$ cat src/rtl/mips_multicycle_control.sv
// Multicycle MIPS control unit: main FSM that sequences the datapath through
// fetch/decode/execute/memory/writeback steps. Outputs are decoded from the
// registered state plus the live opcode/funct/alu_zero inputs.
module mips_multicycle_control (
    input  logic       clk,
    input  logic       rstb,
    input  logic [5:0] opcode,
    input  logic [5:0] funct,
    input  logic       alu_zero,
    output logic       pc_ena,
    output logic       iord,
    output logic       mem_wr_ena,
    output logic       ir_ena,
    output logic       reg_wr_ena,
    output logic       mem_to_reg,
    output logic       reg_dst,
    output logic       alu_src_a,
    output logic [1:0] alu_src_b,
    output logic       imm_zext,
    output logic [3:0] alu_control,
    output logic [1:0] pc_src,
    output logic       illegal_op
);

    typedef enum logic [3:0] {
        FETCH   = 4'd0,
        DECODE  = 4'd1,
        MEMADR  = 4'd2,
        MEMRD   = 4'd3,
        MEMWB   = 4'd4,
        MEMWR   = 4'd5,
        EXECUTE = 4'd6,
        ALUWB   = 4'd7,
        BRANCH  = 4'd8,
        IEXEC   = 4'd9,
        IWB     = 4'd10,
        JUMP    = 4'd11,
        ERROR   = 4'd12
    } state_t;

    localparam logic [5:0] OP_RTYPE = 6'b000000;
    localparam logic [5:0] OP_LW    = 6'b100011;
    localparam logic [5:0] OP_SW    = 6'b101011;
    localparam logic [5:0] OP_BEQ   = 6'b000100;
    localparam logic [5:0] OP_BNE   = 6'b000101;
    localparam logic [5:0] OP_ADDI  = 6'b001000;
    localparam logic [5:0] OP_ANDI  = 6'b001100;
    localparam logic [5:0] OP_ORI   = 6'b001101;
    localparam logic [5:0] OP_J     = 6'b000010;

    localparam logic [3:0] ALU_AND = 4'b0000;
    localparam logic [3:0] ALU_OR  = 4'b0001;
    localparam logic [3:0] ALU_ADD = 4'b0010;
    localparam logic [3:0] ALU_XOR = 4'b0011;
    localparam logic [3:0] ALU_SUB = 4'b0110;
    localparam logic [3:0] ALU_SLT = 4'b0111;
    localparam logic [3:0] ALU_NOR = 4'b1100;

    // R-type function decode: returns {valid, alu_control}
    function automatic logic [4:0] decode_funct(input logic [5:0] f);
        logic [4:0] r;
        case (f)
            6'b100000: r = {1'b1, ALU_ADD};
            6'b100010: r = {1'b1, ALU_SUB};
            6'b100100: r = {1'b1, ALU_AND};
            6'b100101: r = {1'b1, ALU_OR};
            6'b100110: r = {1'b1, ALU_XOR};
            6'b100111: r = {1'b1, ALU_NOR};
            6'b101010: r = {1'b1, ALU_SLT};
            default:   r = {1'b0, ALU_ADD};
        endcase
        return r;
    endfunction

    state_t     state_r;
    state_t     state_next_s;
    logic [4:0] funct_dec_s;
    logic       pc_ena_s;
    logic       mem_wr_ena_s;
    logic       ir_ena_s;
    logic       reg_wr_ena_s;

    assign funct_dec_s = decode_funct(funct);

    // State register with synchronous active-low reset back to FETCH
    always_ff @(posedge clk) begin
        if (!rstb) begin
            state_r <= FETCH;
        end else begin
            state_r <= state_next_s;
        end
    end

    // Next-state and per-state control decode; every output defaults to idle
    always_comb begin
        state_next_s = ERROR;
        pc_ena_s     = 1'b0;
        iord         = 1'b0;
        mem_wr_ena_s = 1'b0;
        ir_ena_s     = 1'b0;
        reg_wr_ena_s = 1'b0;
        mem_to_reg   = 1'b0;
        reg_dst      = 1'b0;
        alu_src_a    = 1'b0;
        alu_src_b    = 2'b00;
        imm_zext     = 1'b0;
        alu_control  = ALU_ADD;
        pc_src       = 2'b00;
        illegal_op   = 1'b0;
        case (state_r)
            FETCH: begin
                ir_ena_s     = 1'b1;
                alu_src_b    = 2'b01;
                pc_ena_s     = 1'b1;
                state_next_s = DECODE;
            end
            DECODE: begin
                alu_src_b = 2'b11;
                case (opcode)
                    OP_LW, OP_SW:             state_next_s = MEMADR;
                    OP_RTYPE:                 state_next_s = EXECUTE;
                    OP_BEQ, OP_BNE:           state_next_s = BRANCH;
                    OP_ADDI, OP_ANDI, OP_ORI: state_next_s = IEXEC;
                    OP_J:                     state_next_s = JUMP;
                    default:                  state_next_s = ERROR;
                endcase
            end
            MEMADR: begin
                alu_src_a = 1'b1;
                alu_src_b = 2'b10;
                case (opcode)
                    OP_LW:   state_next_s = MEMRD;
                    OP_SW:   state_next_s = MEMWR;
                    default: state_next_s = ERROR;
                endcase
            end
            MEMRD: begin
                iord         = 1'b1;
                state_next_s = MEMWB;
            end
            MEMWB: begin
                reg_wr_ena_s = 1'b1;
                mem_to_reg   = 1'b1;
                state_next_s = FETCH;
            end
            MEMWR: begin
                iord         = 1'b1;
                mem_wr_ena_s = 1'b1;
                state_next_s = FETCH;
            end
            EXECUTE: begin
                alu_src_a   = 1'b1;
                alu_control = funct_dec_s[3:0];
                if (funct_dec_s[4]) begin
                    state_next_s = ALUWB;
                end else begin
                    state_next_s = ERROR;
                end
            end
            ALUWB: begin
                reg_wr_ena_s = 1'b1;
                reg_dst      = 1'b1;
                state_next_s = FETCH;
            end
            BRANCH: begin
                alu_src_a    = 1'b1;
                alu_control  = ALU_SUB;
                pc_src       = 2'b01;
                state_next_s = FETCH;
                case (opcode)
                    OP_BEQ:  pc_ena_s = alu_zero;
                    OP_BNE:  pc_ena_s = ~alu_zero;
                    default: pc_ena_s = 1'b0;
                endcase
            end
            IEXEC: begin
                alu_src_a    = 1'b1;
                alu_src_b    = 2'b10;
                state_next_s = IWB;
                case (opcode)
                    OP_ANDI: begin
                        alu_control = ALU_AND;
                        imm_zext    = 1'b1;
                    end
                    OP_ORI: begin
                        alu_control = ALU_OR;
                        imm_zext    = 1'b1;
                    end
                    default: begin
                        alu_control = ALU_ADD;
                        imm_zext    = 1'b0;
                    end
                endcase
            end
            IWB: begin
                reg_wr_ena_s = 1'b1;
                state_next_s = FETCH;
            end
            JUMP: begin
                pc_src       = 2'b10;
                pc_ena_s     = 1'b1;
                state_next_s = FETCH;
            end
            ERROR: begin
                illegal_op   = 1'b1;
                state_next_s = ERROR;
            end
            default: begin
                state_next_s = ERROR;
            end
        endcase
    end

    // Architectural write enables are suppressed while reset is held low
    assign pc_ena     = pc_ena_s     & rstb;
    assign ir_ena     = ir_ena_s     & rstb;
    assign mem_wr_ena = mem_wr_ena_s & rstb;
    assign reg_wr_ena = reg_wr_ena_s & rstb;

endmodule

$ cat config.mk
export PLATFORM = sky130hd
export DESIGN_NAME = mips_multicycle_control
export DESIGN_NICKNAME = d
export VERILOG_FILES = /design/src/rtl/mips_multicycle_control.sv
export SDC_FILE = /design/constraint.sdc
export NUM_CORES = 1
export LEC_CHECK = 0
export CORE_MARGIN = 2
export CORE_UTILIZATION = 36
export CTS_CLUSTER_DIAMETER = 30
export DETAILED_ROUTE_END_ITERATION = 10
export GPL_TIMING_DRIVEN = 0
export HOLD_SLACK_MARGIN = 0.1
export PLACE_DENSITY = 0.74
export REMOVE_ABC_BUFFERS = 1
export SLEW_MARGIN = 10
export SYNTH_ARGS = -nofsm -noshare
export SYNTH_HDL_FRONTEND = slang
export SYNTH_SLANG_ARGS = --single-unit
$ cat constraint.sdc
create_clock -name clk -period 1.5 [get_ports clk]
set_clock_uncertainty 0.1 [all_clocks]
set_input_delay 0.3 -clock clk [delete_from_list [all_inputs] [get_ports clk]]
set_output_delay 0.3 -clock clk [all_outputs]
set_load 0.01 [all_outputs]
==> results by stage <==
Timing:
- The final count of pins violating max slew is 0.
- Measured against its own limit, the worst slew margin works out to 0.700.
- Dividing the final minimum period by the clock period gives 1.37.
- The achievable frequency is 0.485 GHz.
- The tightest hold path in the finished design has a slack of 338 ps.
- The final number of setup-violating endpoints is 22.
- The final count of hold timing violations was 0.
- The shortest clock period the worst path allows after layout is 2060 ps.
- At the pin with the least slew margin, the transition time is 446 ps.
- Setup repair after global routing could not meet its margin everywhere.
- The worst path setup slack after routing is -561 ps.

Floorplan:
- Measured along the x axis, the die boundary spans 48.2 um.
- The total I/O pin count is 33.
- The floorplan step defined a die boundary enclosing 2330 um^2.
- The floorplan step set the die height to 48.2 um.
- The area of the core is 1780 um^2.
- The number of rows in the core area is 15.
- For this configuration, the core starts out at a cell density of 0.395.

Worst hold path:
- The instance count along the most critical hold path is 3.
- The class of the worst hold path is input port to register.

GRT:
- The via count of the first global-routing pass is 1,126.
- Entering global routing, the biggest net connects 10 pins.
- The total overflow left after global routing is 0.
- The first global-routing pass estimated 5870 um of wire.
- In the global route stage, overall resource usage came out at 0.372.
- The initial antenna violation count is 1.

Clock network:
- Clock latency on the worst-skew pair, taken at its later pin, is 260 ps.
- The count of hold-fix buffers inserted at cts is 0.
- The clock tree from TritonCTS is built.
- The clock edge transition at the registers on the reported setup and hold paths is 40 ps.
- CTS built an H-tree with a depth of 1.
- The root buffer cell is sky130_fd_sc_hd__clkbuf_4.
- The number of sinks driven by the clock tree is 4.
- Clock tree synthesis inserted a total of 3 buffers.
- The number of buffers on the longest clock path is 2.

Route:
- Detailed routing inserted a total of 1,354 vias.
- After detailed routing, the number of vias per cell comes to 6.84.
- The average wire per standard cell is 28.2 um.
- For this run, the detailed router's first-pass iteration total came to 5.
- For this run, design rule violations remaining after detail routing come to 0.
- The detail route stage leaves a number of antenna-violating nets equal to 0.
- The initial DRC count is 139.
- The routed design has 5570 um of wire.

Cells and area:
- In the final layout, the multi-input gates occupy 817 um^2.
- The flip-flop count of the largest register, all copies and words added is 4.
- The flip-flop and latch area is 95.1 um^2.
- The fill cell instance count of the final layout is 42.
- At the end of the flow the core is filled with cells to 0.954.
- The layout overhead on the synthesized area is 141%.
- The top cell types in the final layout, fill and taps aside, are 27 x sky130_fd_sc_hd__buf_4, 25 x sky130_fd_sc_hd__buf_6, 11 x sky130_fd_sc_hd__buf_2.
- Leaving out fill and tap cells, the most frequent cell in the layout is sky130_fd_sc_hd__buf_4.
- The cell area after layout is 1700 um^2.
- Ranked by flip-flop count, first place goes to state_r.
- The largest registers in the layout are state_r x4.
- The net total in the final layout is 189.
- The fraction of final layout cells with drive strength greater than 1 is 0.709.

Place:
- Summed over all nets, the half-perimeter wirelength after detailed placement is 1500 um.
- The count of input and output buffers is 32.
- The worst setup timing slack at the placement stage is -1130 ps.
- After detailed placement, the total cell area comes to 1010 um^2.
- The last weighted congestion value of the routability-driven placer is 0.800.

Setup path:
- The top fanout value on the critical path is 5.
- The sort of element at the end of the critical path is an output port.
- The required time at the endpoint of the critical path is 1100 ps.
- The critical path in this run is classified as register to output port.
- The number of cells on the worst reg-to-reg path is 6.
- Data arrives at the worst endpoint at 1660 ps.
- The worst setup path is launched from a register.

Logic synthesis:
- Counting every instance in the synthesized netlist gives 98.
- After synthesis the netlist holds a flip-flop and latch count of 4.
- The cell area that synthesis handed to floorplanning was 704 um^2.
- The number of enable flip-flop cells after synthesis is 0.
- Averaged over all synthesized cells, the footprint is 7.19 um^2.
- The dominant register cell in the synthesized netlist is sky130_fd_sc_hd__dfxtp_1.
- The count of unique library cells instantiated by Yosys is 43.
- The sequential cell area fraction in the yosys report is 0.114.
- Yosys printed 0 warnings.
- After synthesis, the share of flip-flops with an asynchronous set or reset is 0.

Run:
- The tool flagged a number of max-cap violations equal to 0.

Outcome:
- The flow ran to the end, but the final reports show violations.
- The final reports fail on setup timing.

Power and ir drop:
- The analysis attributes to cell leakage a power of 0.000755 uW.
- Dividing total power by cell area gives a power density of 1540 nW/um^2.
- The maximum ir drop on the vdd rail is 1.29 mV.
- Power comes to 2620 uW.
[final cells by class]
class,count,share of cell area
timing repair buffer,78,0.426
inverter,2,0.00442
tap,25,0.0184
multi-input combinational,85,0.481
clock buffer,3,0.0132
antenna,1,0.00147
sequential,4,0.0559
[critical path: stages (launching register included)]
cell                      delay, ps
sky130_fd_sc_hd__dfxtp_4        380
sky130_fd_sc_hd__buf_12         140
sky130_fd_sc_hd__or3_4          360
sky130_fd_sc_hd__a21oi_2        180
sky130_fd_sc_hd__o21a_1         190
sky130_fd_sc_hd__buf_2          150
[synthesized netlist by cell type (2+ instances only)]
library cell / n / area share
sky130_fd_sc_hd__inv_1: 2 / 0.011
sky130_fd_sc_hd__xnor2_1: 3 / 0.037
sky130_fd_sc_hd__a21oi_1: 3 / 0.021
sky130_fd_sc_hd__nand2b_1: 5 / 0.044
sky130_fd_sc_hd__dfxtp_1: 4 / 0.11
sky130_fd_sc_hd__o21ai_0: 5 / 0.036
sky130_fd_sc_hd__nor2_1: 6 / 0.032
sky130_fd_sc_hd__nor4b_1: 2 / 0.025
sky130_fd_sc_hd__buf_2: 2 / 0.014
sky130_fd_sc_hd__a31oi_1: 2 / 0.018
sky130_fd_sc_hd__nor3b_1: 2 / 0.021
sky130_fd_sc_hd__nor2b_1: 3 / 0.027
sky130_fd_sc_hd__nand2_1: 13 / 0.069
sky130_fd_sc_hd__nor4b_2: 2 / 0.043
sky130_fd_sc_hd__clkbuf_1: 2 / 0.011
sky130_fd_sc_hd__buf_4: 2 / 0.021
sky130_fd_sc_hd__nor4_1: 2 / 0.018
sky130_fd_sc_hd__nand3_1: 2 / 0.014
sky130_fd_sc_hd__o31a_1: 2 / 0.025
sky130_fd_sc_hd__nand4_1: 2 / 0.018
sky130_fd_sc_hd__o21a_1: 4 / 0.043
sky130_fd_sc_hd__nor3_1: 7 / 0.050
[logic make-up (layout without fill, tap and decap cells)]
| group | count (synthesis) | count (layout) | synth area share |
|---|---|---|---|
| flops | 4 | 4 | 0.114 |
| simple gates | 56 | 56 | 0.496 |
| other cells | 0 | 1 | 0 |
| xor+xnor | 3 | 3 | 0.0373 |
| buf+inv | 9 | 83 | 0.0728 |
| compound gates | 26 | 26 | 0.281 |
[final timing paths]
| kind | start | endpoint | slack [ps] |
|---|---|---|---|
| worst min register to register | state_r[2] | state_r[0] | 660 |
| worst max-delay path | state_r[1] | pc_ena | -560 |
| worst min-delay path | opcode[4] | state_r[0] | 340 |
| worst max register to register | state_r[1] | state_r[3] | -250 |
[routing by layer]
layer	vias to the layer above	share of wire	global-route usage
met2	164	0.43	0.605
met4	0	0.083	0.227
met5	-	0	0
li1	514	-	-
met1	619	0.35	0.416
met3	57	0.13	0.126
[per-stage QoR]
step	setup TNS, ps	cells
after global placement	-13130	148
after CTS	-4000	193
after detailed placement	-13500	148
after floorplan	-1060	91
after global routing	-7590	198
final	-7120	198
[what timing repair did]
action,4_1_cts,5_1_grt
gates cloned,1,0
pin swaps,16,10
setup endpoints to repair,22,22
gates resized for setup,147,38
buffers inserted,42,4
[report_power, final]
| part | switching (uW) | internal, uW |
|---|---|---|
| clock network | 66.5 | 91.0 |
| logic | 1030 | 1160 |
| registers | 102 | 176 |
| total | 1190 | 1430 |
(Power assumes the default switching activity.)
